==> src/rtl/mc_ctrl_if.sv <==
// mc_ctrl_if: bundles the control FSM's datapath/ALU/memory/exception signals.
//
// Signals:
//   INSTR[31:0]       held instruction word (datapath -> controller)
//   ZF, OF            ALU zero / overflow flags (ALU -> controller)
//   MEM_RDY           memory transfer complete this cycle
//   TRAP_ACK          exception logic accepts the pending trap
//   ALU_OP[2:0]       ALU function select
//   ALU_SRC_A[1:0]    A operand mux: PC, rs, zero-extended shamt
//   ALU_SRC_B[1:0]    B operand mux: rt, 4, ext imm, sign-ext imm<<2
//   EXT_ZERO          immediate zero-extend (1) / sign-extend (0)
//   PC_WRITE, PC_SRC  PC load enable and source select
//   IR_WRITE          instruction register load enable
//   MEM_READ/WRITE    memory requests
//   REG_WRITE         register file write enable
//   REG_DST           write register select: rd (1) / rt (0)
//   MEM_TO_REG        writeback source: MDR (1) / ALUOut (0)
//   TRAP_VALID        trap pending
//   TRAP_CAUSE[1:0]   0 illegal, 1 overflow, 2 bus timeout
//   STATE[3:0]        current FSM state (debug)
//
// The master modport is the control FSM; the slave modport is the datapath side.

interface mc_ctrl_if;
   logic [31:0] INSTR;
   logic        ZF;
   logic        OF;
   logic        MEM_RDY;
   logic        TRAP_ACK;
   logic [2:0]  ALU_OP;
   logic [1:0]  ALU_SRC_A;
   logic [1:0]  ALU_SRC_B;
   logic        EXT_ZERO;
   logic        PC_WRITE;
   logic [1:0]  PC_SRC;
   logic        IR_WRITE;
   logic        MEM_READ;
   logic        MEM_WRITE;
   logic        REG_WRITE;
   logic        REG_DST;
   logic        MEM_TO_REG;
   logic        TRAP_VALID;
   logic [1:0]  TRAP_CAUSE;
   logic [3:0]  STATE;

   modport master (
      input  INSTR, ZF, OF, MEM_RDY, TRAP_ACK,
      output ALU_OP, ALU_SRC_A, ALU_SRC_B, EXT_ZERO, PC_WRITE, PC_SRC,
             IR_WRITE, MEM_READ, MEM_WRITE, REG_WRITE, REG_DST, MEM_TO_REG,
             TRAP_VALID, TRAP_CAUSE, STATE
   );

   modport slave (
      output INSTR, ZF, OF, MEM_RDY, TRAP_ACK,
      input  ALU_OP, ALU_SRC_A, ALU_SRC_B, EXT_ZERO, PC_WRITE, PC_SRC,
             IR_WRITE, MEM_READ, MEM_WRITE, REG_WRITE, REG_DST, MEM_TO_REG,
             TRAP_VALID, TRAP_CAUSE, STATE
   );
endinterface

==> src/rtl/mc_ctrl.sv <==
// mc_ctrl: multi-cycle MIPS control FSM.
// Decodes the held instruction and sequences FETCH/DECODE/EXECUTE/MEMORY/
// WRITEBACK, driving ALU selects, PC/IR/memory/register-file enables, and
// raising traps for illegal opcodes, memory bus timeouts and (optionally)
// arithmetic overflow.
//
// Ports:
//   CLK   rising-edge clock
//   RST   synchronous, active-high reset; all outputs read 0 while asserted
//   bus   mc_ctrl_if.master (see mc_ctrl_if.sv for the signal list)
//
// Parameters:
//   TIMEOUT  cycles to wait for MEM_RDY before a bus-timeout trap (0 = never)
//   CNT_W    wait counter width; TIMEOUT must be < 2**CNT_W
//
// Build option:
//   MC_OVF_TRAP_EN  when defined, add/sub/addi with OF=1 in ALU_WB suppress
//                   the register write and trap with cause 1.

module mc_ctrl #(
   parameter int TIMEOUT = 16,
   parameter int CNT_W   = 8
) (
   input  logic      CLK,
   input  logic      RST,
   mc_ctrl_if.master bus
);

   localparam logic [3:0] S_FETCH    = 4'd0;
   localparam logic [3:0] S_DECODE   = 4'd1;
   localparam logic [3:0] S_EXEC_R   = 4'd2;
   localparam logic [3:0] S_EXEC_I   = 4'd3;
   localparam logic [3:0] S_MEM_ADDR = 4'd4;
   localparam logic [3:0] S_MEM_RD   = 4'd5;
   localparam logic [3:0] S_MEM_WB   = 4'd6;
   localparam logic [3:0] S_MEM_WR   = 4'd7;
   localparam logic [3:0] S_ALU_WB   = 4'd8;
   localparam logic [3:0] S_BRANCH   = 4'd9;
   localparam logic [3:0] S_JUMP     = 4'd10;
   localparam logic [3:0] S_TRAP     = 4'd11;

   localparam logic [1:0] C_ILLEGAL  = 2'd0;
   localparam logic [1:0] C_OVF      = 2'd1;
   localparam logic [1:0] C_BUS      = 2'd2;

   localparam logic [CNT_W:0] TIMEOUT_V = (CNT_W+1)'(TIMEOUT);

   logic [3:0]       state, state_nxt;
   logic [1:0]       cause, cause_nxt;
   logic [CNT_W-1:0] wait_cnt;
   logic [5:0]       op, funct;
   logic             r_legal;
   logic [2:0]       r_alu_op;
   logic             in_wait;
   logic             timeout_hit;

   logic [2:0] alu_op;
   logic [1:0] src_a, src_b, pc_src, trap_cause;
   logic       ext_zero, pc_write, ir_write, mem_read, mem_write;
   logic       reg_write, reg_dst, mem_to_reg, trap_valid;
   logic       unused_ok;

   assign op    = bus.INSTR[31:26];
   assign funct = bus.INSTR[5:0];

`ifdef MC_OVF_TRAP_EN
   logic ovf_instr;
   assign ovf_instr = ((op == 6'h00) && ((funct == 6'h20) || (funct == 6'h22)))
                    || (op == 6'h08);
   assign unused_ok = ^bus.INSTR[25:6];
`else
   assign unused_ok = ^{bus.INSTR[25:6], bus.OF};
`endif

   // R-type funct decode: legality and ALU function
   always_comb begin
      r_legal  = 1'b1;
      r_alu_op = 3'd7;
      case (funct)
         6'h24:   r_alu_op = 3'd0;
         6'h25:   r_alu_op = 3'd1;
         6'h26:   r_alu_op = 3'd2;
         6'h27:   r_alu_op = 3'd3;
         6'h20:   r_alu_op = 3'd4;
         6'h22:   r_alu_op = 3'd5;
         6'h2A:   r_alu_op = 3'd6;
         6'h00:   r_alu_op = 3'd7;
         default: r_legal  = 1'b0;
      endcase
   end

   // The counter holds cycles already waited, so the trap fires in the cycle
   // where this wait would bring it to TIMEOUT; a MEM_RDY in that cycle wins.
   assign in_wait     = (state == S_FETCH) || (state == S_MEM_RD) || (state == S_MEM_WR);
   assign timeout_hit = (TIMEOUT != 0) && !bus.MEM_RDY
                      && (({1'b0, wait_cnt} + (CNT_W+1)'(1)) == TIMEOUT_V);

   // Next state and per-state control outputs
   always_comb begin
      state_nxt  = state;
      cause_nxt  = cause;
      alu_op     = 3'd0;
      src_a      = 2'd0;
      src_b      = 2'd0;
      ext_zero   = 1'b0;
      pc_write   = 1'b0;
      pc_src     = 2'd0;
      ir_write   = 1'b0;
      mem_read   = 1'b0;
      mem_write  = 1'b0;
      reg_write  = 1'b0;
      reg_dst    = 1'b0;
      mem_to_reg = 1'b0;
      trap_valid = 1'b0;
      trap_cause = 2'd0;
      case (state)
         S_FETCH: begin
            mem_read = 1'b1;
            src_b    = 2'd1;
            alu_op   = 3'd4;
            if (bus.MEM_RDY) begin
               ir_write  = 1'b1;
               pc_write  = 1'b1;
               state_nxt = S_DECODE;
            end else if (timeout_hit) begin
               state_nxt = S_TRAP;
               cause_nxt = C_BUS;
            end
         end
         S_DECODE: begin
            src_b  = 2'd3;
            alu_op = 3'd4;
            case (op)
               6'h00:                      state_nxt = r_legal ? S_EXEC_R : S_TRAP;
               6'h08, 6'h0C, 6'h0D, 6'h0E: state_nxt = S_EXEC_I;
               6'h23, 6'h2B:               state_nxt = S_MEM_ADDR;
               6'h04:                      state_nxt = S_BRANCH;
               6'h02:                      state_nxt = S_JUMP;
               default:                    state_nxt = S_TRAP;
            endcase
            if (state_nxt == S_TRAP) begin
               cause_nxt = C_ILLEGAL;
            end
         end
         S_EXEC_R: begin
            src_a     = (funct == 6'h00) ? 2'd2 : 2'd1;
            alu_op    = r_alu_op;
            state_nxt = S_ALU_WB;
         end
         S_EXEC_I: begin
            src_a = 2'd1;
            src_b = 2'd2;
            case (op)
               6'h08:   alu_op = 3'd4;
               6'h0C:   begin alu_op = 3'd0; ext_zero = 1'b1; end
               6'h0D:   begin alu_op = 3'd1; ext_zero = 1'b1; end
               6'h0E:   begin alu_op = 3'd2; ext_zero = 1'b1; end
               default: alu_op = 3'd0;
            endcase
            state_nxt = S_ALU_WB;
         end
         S_MEM_ADDR: begin
            src_a     = 2'd1;
            src_b     = 2'd2;
            alu_op    = 3'd4;
            state_nxt = (op == 6'h23) ? S_MEM_RD : S_MEM_WR;
         end
         S_MEM_RD: begin
            mem_read = 1'b1;
            if (bus.MEM_RDY) begin
               state_nxt = S_MEM_WB;
            end else if (timeout_hit) begin
               state_nxt = S_TRAP;
               cause_nxt = C_BUS;
            end
         end
         S_MEM_WB: begin
            reg_write  = 1'b1;
            mem_to_reg = 1'b1;
            state_nxt  = S_FETCH;
         end
         S_MEM_WR: begin
            mem_write = 1'b1;
            if (bus.MEM_RDY) begin
               state_nxt = S_FETCH;
            end else if (timeout_hit) begin
               state_nxt = S_TRAP;
               cause_nxt = C_BUS;
            end
         end
         S_ALU_WB: begin
            reg_write = 1'b1;
            reg_dst   = (op == 6'h00);
            state_nxt = S_FETCH;
`ifdef MC_OVF_TRAP_EN
            if (bus.OF && ovf_instr) begin
               reg_write = 1'b0;
               state_nxt = S_TRAP;
               cause_nxt = C_OVF;
            end
`endif
         end
         S_BRANCH: begin
            src_a     = 2'd1;
            alu_op    = 3'd5;
            pc_src    = 2'd1;
            pc_write  = bus.ZF;
            state_nxt = S_FETCH;
         end
         S_JUMP: begin
            pc_write  = 1'b1;
            pc_src    = 2'd2;
            state_nxt = S_FETCH;
         end
         S_TRAP: begin
            trap_valid = 1'b1;
            trap_cause = cause;
            if (bus.TRAP_ACK) begin
               state_nxt = S_FETCH;
            end
         end
         default: state_nxt = S_FETCH;
      endcase
   end

   // State, trap cause and wait counter; the counter restarts on any state
   // change so every FETCH/MEM_RD/MEM_WR visit starts from zero.
   always_ff @(posedge CLK) begin
      if (RST) begin
         state    <= S_FETCH;
         cause    <= C_ILLEGAL;
         wait_cnt <= '0;
      end else begin
         state <= state_nxt;
         cause <= cause_nxt;
         if (state_nxt != state) begin
            wait_cnt <= '0;
         end else if (in_wait && !bus.MEM_RDY) begin
            wait_cnt <= wait_cnt + CNT_W'(1);
         end
      end
   end

   // Reset forces every output low so nothing is written in a reset cycle
   assign bus.ALU_OP     = RST ? 3'd0 : alu_op;
   assign bus.ALU_SRC_A  = RST ? 2'd0 : src_a;
   assign bus.ALU_SRC_B  = RST ? 2'd0 : src_b;
   assign bus.EXT_ZERO   = RST ? 1'b0 : ext_zero;
   assign bus.PC_WRITE   = RST ? 1'b0 : pc_write;
   assign bus.PC_SRC     = RST ? 2'd0 : pc_src;
   assign bus.IR_WRITE   = RST ? 1'b0 : ir_write;
   assign bus.MEM_READ   = RST ? 1'b0 : mem_read;
   assign bus.MEM_WRITE  = RST ? 1'b0 : mem_write;
   assign bus.REG_WRITE  = RST ? 1'b0 : reg_write;
   assign bus.REG_DST    = RST ? 1'b0 : reg_dst;
   assign bus.MEM_TO_REG = RST ? 1'b0 : mem_to_reg;
   assign bus.TRAP_VALID = RST ? 1'b0 : trap_valid;
   assign bus.TRAP_CAUSE = RST ? 2'd0 : trap_cause;
   assign bus.STATE      = RST ? 4'd0 : state;

endmodule

==> src/flat_wrapper.sv <==
// flat-port wrapper written by rule: the top's interface ports become plain ports
module mc_ctrl_flat 
#(
   parameter int TIMEOUT = 16,
   parameter int CNT_W   = 8
)
  (CLK, RST, bus_INSTR, bus_ZF, bus_OF, bus_MEM_RDY, bus_TRAP_ACK, bus_ALU_OP, bus_ALU_SRC_A, bus_ALU_SRC_B, bus_EXT_ZERO, bus_PC_WRITE, bus_PC_SRC, bus_IR_WRITE, bus_MEM_READ, bus_MEM_WRITE, bus_REG_WRITE, bus_REG_DST, bus_MEM_TO_REG, bus_TRAP_VALID, bus_TRAP_CAUSE, bus_STATE);
  mc_ctrl_if bus_i ();
  input  logic CLK;
  input  logic RST;
  input wire logic [$bits(bus_i.INSTR)-1:0] bus_INSTR;
  input wire logic [$bits(bus_i.ZF)-1:0] bus_ZF;
  input wire logic [$bits(bus_i.OF)-1:0] bus_OF;
  input wire logic [$bits(bus_i.MEM_RDY)-1:0] bus_MEM_RDY;
  input wire logic [$bits(bus_i.TRAP_ACK)-1:0] bus_TRAP_ACK;
  output wire logic [$bits(bus_i.ALU_OP)-1:0] bus_ALU_OP;
  output wire logic [$bits(bus_i.ALU_SRC_A)-1:0] bus_ALU_SRC_A;
  output wire logic [$bits(bus_i.ALU_SRC_B)-1:0] bus_ALU_SRC_B;
  output wire logic [$bits(bus_i.EXT_ZERO)-1:0] bus_EXT_ZERO;
  output wire logic [$bits(bus_i.PC_WRITE)-1:0] bus_PC_WRITE;
  output wire logic [$bits(bus_i.PC_SRC)-1:0] bus_PC_SRC;
  output wire logic [$bits(bus_i.IR_WRITE)-1:0] bus_IR_WRITE;
  output wire logic [$bits(bus_i.MEM_READ)-1:0] bus_MEM_READ;
  output wire logic [$bits(bus_i.MEM_WRITE)-1:0] bus_MEM_WRITE;
  output wire logic [$bits(bus_i.REG_WRITE)-1:0] bus_REG_WRITE;
  output wire logic [$bits(bus_i.REG_DST)-1:0] bus_REG_DST;
  output wire logic [$bits(bus_i.MEM_TO_REG)-1:0] bus_MEM_TO_REG;
  output wire logic [$bits(bus_i.TRAP_VALID)-1:0] bus_TRAP_VALID;
  output wire logic [$bits(bus_i.TRAP_CAUSE)-1:0] bus_TRAP_CAUSE;
  output wire logic [$bits(bus_i.STATE)-1:0] bus_STATE;
  assign bus_i.INSTR = bus_INSTR;
  assign bus_i.ZF = bus_ZF;
  assign bus_i.OF = bus_OF;
  assign bus_i.MEM_RDY = bus_MEM_RDY;
  assign bus_i.TRAP_ACK = bus_TRAP_ACK;
  assign bus_ALU_OP = bus_i.ALU_OP;
  assign bus_ALU_SRC_A = bus_i.ALU_SRC_A;
  assign bus_ALU_SRC_B = bus_i.ALU_SRC_B;
  assign bus_EXT_ZERO = bus_i.EXT_ZERO;
  assign bus_PC_WRITE = bus_i.PC_WRITE;
  assign bus_PC_SRC = bus_i.PC_SRC;
  assign bus_IR_WRITE = bus_i.IR_WRITE;
  assign bus_MEM_READ = bus_i.MEM_READ;
  assign bus_MEM_WRITE = bus_i.MEM_WRITE;
  assign bus_REG_WRITE = bus_i.REG_WRITE;
  assign bus_REG_DST = bus_i.REG_DST;
  assign bus_MEM_TO_REG = bus_i.MEM_TO_REG;
  assign bus_TRAP_VALID = bus_i.TRAP_VALID;
  assign bus_TRAP_CAUSE = bus_i.TRAP_CAUSE;
  assign bus_STATE = bus_i.STATE;
  mc_ctrl #(.TIMEOUT(TIMEOUT), .CNT_W(CNT_W)) u_core (.CLK(CLK), .RST(RST), .bus(bus_i));
endmodule
==> config.mk <==
export PLATFORM = sky130hd
export DESIGN_NAME = mc_ctrl_flat
export DESIGN_NICKNAME = d
export VERILOG_FILES = /design/src/rtl/mc_ctrl_if.sv /design/src/rtl/mc_ctrl.sv /design/src/flat_wrapper.sv
export SDC_FILE = /design/constraint.sdc
export NUM_CORES = 1
export LEC_CHECK = 0
export CORE_ASPECT_RATIO = 1.1
export CORE_MARGIN = 1.5
export CORE_UTILIZATION = 39
export DETAILED_ROUTE_END_ITERATION = 7
export GPL_TIMING_DRIVEN = 0
export PLACE_DENSITY = 0.88
export SETUP_SLACK_MARGIN = 0.02
export SLEW_MARGIN = 40
export SYNTH_ARGS = -nofsm -noshare
export SYNTH_HDL_FRONTEND = slang
export SYNTH_SLANG_ARGS = --single-unit
==> constraint.sdc <==
create_clock -name CLK -period 2.5 [get_ports CLK]
set_clock_uncertainty 0.15 [all_clocks]
set_input_delay 0.5 -clock CLK [delete_from_list [all_inputs] [get_ports CLK]]
set_output_delay 0.5 -clock CLK [all_outputs]
set_load 0.01 [all_outputs]
==> out/results.tsv <==
metric	value	unit
status	complete, but fails checks	
failing checks	setup timing	
Pre-Repair DR Iteration Count	4	
Slew @ Worst Pin	0.7340	ns
Synthesized Nets	243	
post-synthesis instance total	203	
area growth from synthesis to layout	54.22	%
footprint of the multi-input gates	0.001259	mm^2
Vias/cell	6.124	
Final #Nets	297	
Clock Sinks	13	
input/output buffers	35	
WL/cell	16.19	um
Routability Congestion	0.9060	
die width	61.22	um
Post-route DRC	0	
Ys Warns	0	
Via Count	1874	
CP Class	input pin to output port	
largest net degree at the start of global routing	11	
die area	0.004104	mm^2
Post-DP HPWL	3167	um
delay-heaviest family, CP	simple AND/OR/NAND/NOR gates	
vias in the first global route	1828	
worst-path fanout max	2	
most common flop cell mapped by yosys	dfxtp_1	
most common cell after layout, fill and taps aside	nor3_1	
Lkg Pwr	0.8501	nW
CTS tree	built	
Tmin final	2.525	ns
Post-Syn Area per Cell	7.162	um^2
routed wire length	4954	um
htree depth	1	
drt initial violations	139	
# IOs	62	
fin cells	306	
post-route cell area	0.002242	mm^2
Seq. cell area	267.8	um^2
total track usage	25.54	%
initial antenna violation count	0	
Reg clk slew, reported paths	0.06	ns
# rows	23	
Synth Register Bits	13	
min setup slack post-route	-0.02455	ns
number of flops mapped to enable cells by yosys	0	
Worst Setup End Kind	output port	
RSZ-0062 raised after global routing	true	
post-synthesis cell area	0.001454	mm^2
CP Launch Type	input pin	
fraction of layout cells with a size suffix above 1	33.20	%
Hold Crit Class	register to register	
Final Hold Viols	0	
Max Cap Violations	0	
global route total overflow	0	
commonest cells after routing, fill and taps aside	nor3_1, buf_4, clkdlybuf4s50_1	
clk_lat worst skew	0.24	ns
critical path arrival	1.87	ns
Starting Density	40.42	%
worst path required time	1.85	ns
maximum clock insertion buffer count	2	
peak supply drop	482.5	uV
Root Buffer	clkbuf_8	
Inserted Clock Buffers	3	
FFs w/ async S/R, synth	0	%
Max stage delay on crit path	0.44	ns
ANT nets after route	0	
slew margin rel.	50.98	%
crit path buf inv count	2	
Tot Pwr	2.037	mW
Slowest-stage cell, CP	or4_4	
Core Region	0.003597	mm^2
Max Slew Vio Count	0	
Die Y-Extent	67.04	um
# diodes	0	
Power Density	908.4	mW/mm^2
Placed Instance Area	0.001872	mm^2
sequential area share after synthesis	17.90	%
Peak Freq	396.1	MHz
fillers	279	
# setup viols final	2	
synth unique cells	54	
part of the cycle the worst path needs	101.0	%
placed instance count	288	
worst-path cell chain	buf_6, or3_4, or4_4, nand3_2, a21oi_2, a21oi_1, nor2_1, buf_2	
first-pass GRT wire length	8169	um
## cell families (layout without fill, tap and decap cells)
group                    count (synthesis)  in the layout  share of synthesized area (%)
buffers and inverters                   24             77                          6.971
AND/OR/NAND/NOR                         96             96                          38.12
flip-flops                              13             13                          17.90
AO/OA/AOI/OAI                           56             56                          28.23
XOR/XNOR                                 9              9                          5.422
multiplexers                             1              1                         0.6885
adder cells (fa/ha/maj)                  3              3                          2.409
other                                    1              1                         0.2579
## layer usage
layer / vias to the layer above / track usage (%) / part of all wire, %
li1: 886 / - / -
met1: 871 / 33.95 / 43
met2: 99 / 40.69 / 47
met3: 18 / 2.718 / 6.7
met4: 0 / 11.14 / 3.0
met5: - / 0 / 0
## final timing paths
check,start,end,slack [ns],depth (start not counted)
worst max register to register,u_core.wait_cnt[0],u_core.wait_cnt[1],0.09,8
worst max-delay path,bus_INSTR[4],bus_ALU_SRC_A[0],-0.02,8
worst min register to register,u_core.cause[1],u_core.cause[1],0.40,2
worst min-delay path,u_core.cause[1],u_core.cause[1],0.40,2
## metrics by stage
stage               setup WS (ns)  hold WS [ns]  util, %   TNS, ns
floorplan                 0.02047        0.3402        -         0
global placement          -0.7668        0.3863    52.03    -11.46
detailed placement        -0.7792        0.3879    52.03    -11.57
CTS                      -0.08443        0.3952    58.30   -0.2325
global route             -0.08812        0.4168    62.33   -0.3011
finish                   -0.02455        0.3981    62.33  -0.04677
## final cells by class
cell class,instances,share of cell area (%)
Buffer,15,6.027
Clock buffer,4,2.009
Inverter,7,1.563
Multi-Input combinational cell,166,56.14
Sequential cell,13,11.94
Tap cell,50,2.790
Timing Repair Buffer,51,19.53
## flip-flops by register name, summed over array words and instances, names as in the netlist
register,flops
u_core.state,4
u_core.cause,1
u_core.wait_cnt,8
## worst reg2reg max path, stage by stage (launching register included)
cell and delay [ns]:
dfxtp_2 0.37, ha_2 0.25, and3_1 0.19, o2111ai_1 0.28, a2111oi_4 0.14, buf_4 0.18
a211oi_1 0.32, o21ai_2 0.22, nor3_1 0.23
## Yosys cell counts (2+ instances only)
| master | instances | area share, % |
|---|---|---|
| nand3_1 | 5 | 1.7 |
| dfxtp_1 | 13 | 18 |
| o211ai_1 | 2 | 1.0 |
| nor2_1 | 12 | 3.1 |
| nand4_1 | 3 | 1.3 |
| nor3_1 | 20 | 6.9 |
| o31ai_2 | 2 | 1.7 |
| inv_1 | 7 | 1.8 |
| nor4b_1 | 2 | 1.2 |
| nand4b_1 | 2 | 1.2 |
| o32a_1 | 3 | 2.1 |
| a21oi_1 | 12 | 4.1 |
| xor2_1 | 6 | 3.6 |
| ha_1 | 2 | 1.7 |
| o21a_1 | 3 | 1.5 |
| a2111oi_0 | 2 | 1.2 |
| and4_1 | 2 | 1.2 |
| nand2b_1 | 3 | 1.3 |
| nor3b_1 | 3 | 1.5 |
| nor2b_1 | 12 | 5.2 |
| clkbuf_1 | 14 | 3.6 |
| o21ai_0 | 8 | 2.8 |
| or3_1 | 4 | 1.7 |
| and3_1 | 4 | 1.7 |
| o31a_1 | 3 | 1.8 |
| o311ai_0 | 3 | 1.8 |
| nor4_1 | 6 | 2.6 |
| o22ai_1 | 2 | 0.86 |
| nand2_1 | 11 | 2.8 |
| a211oi_1 | 5 | 2.6 |
| xnor2_1 | 3 | 1.8 |
| a31oi_1 | 2 | 0.86 |
## power breakdown
group,switching (mW),internal [mW]
Clock,0.0764,0.112
Sequential,0.0569,0.251
Combinational,0.839,0.701
## what timing repair did
action	4_1_cts	5_1_grt
gates resized for setup	110	31
endpoints found under the setup margin	34	25
buffers inserted	10	6
pin swaps	15	7
hold buffers	0	0
(Power assumes the default switching activity.)
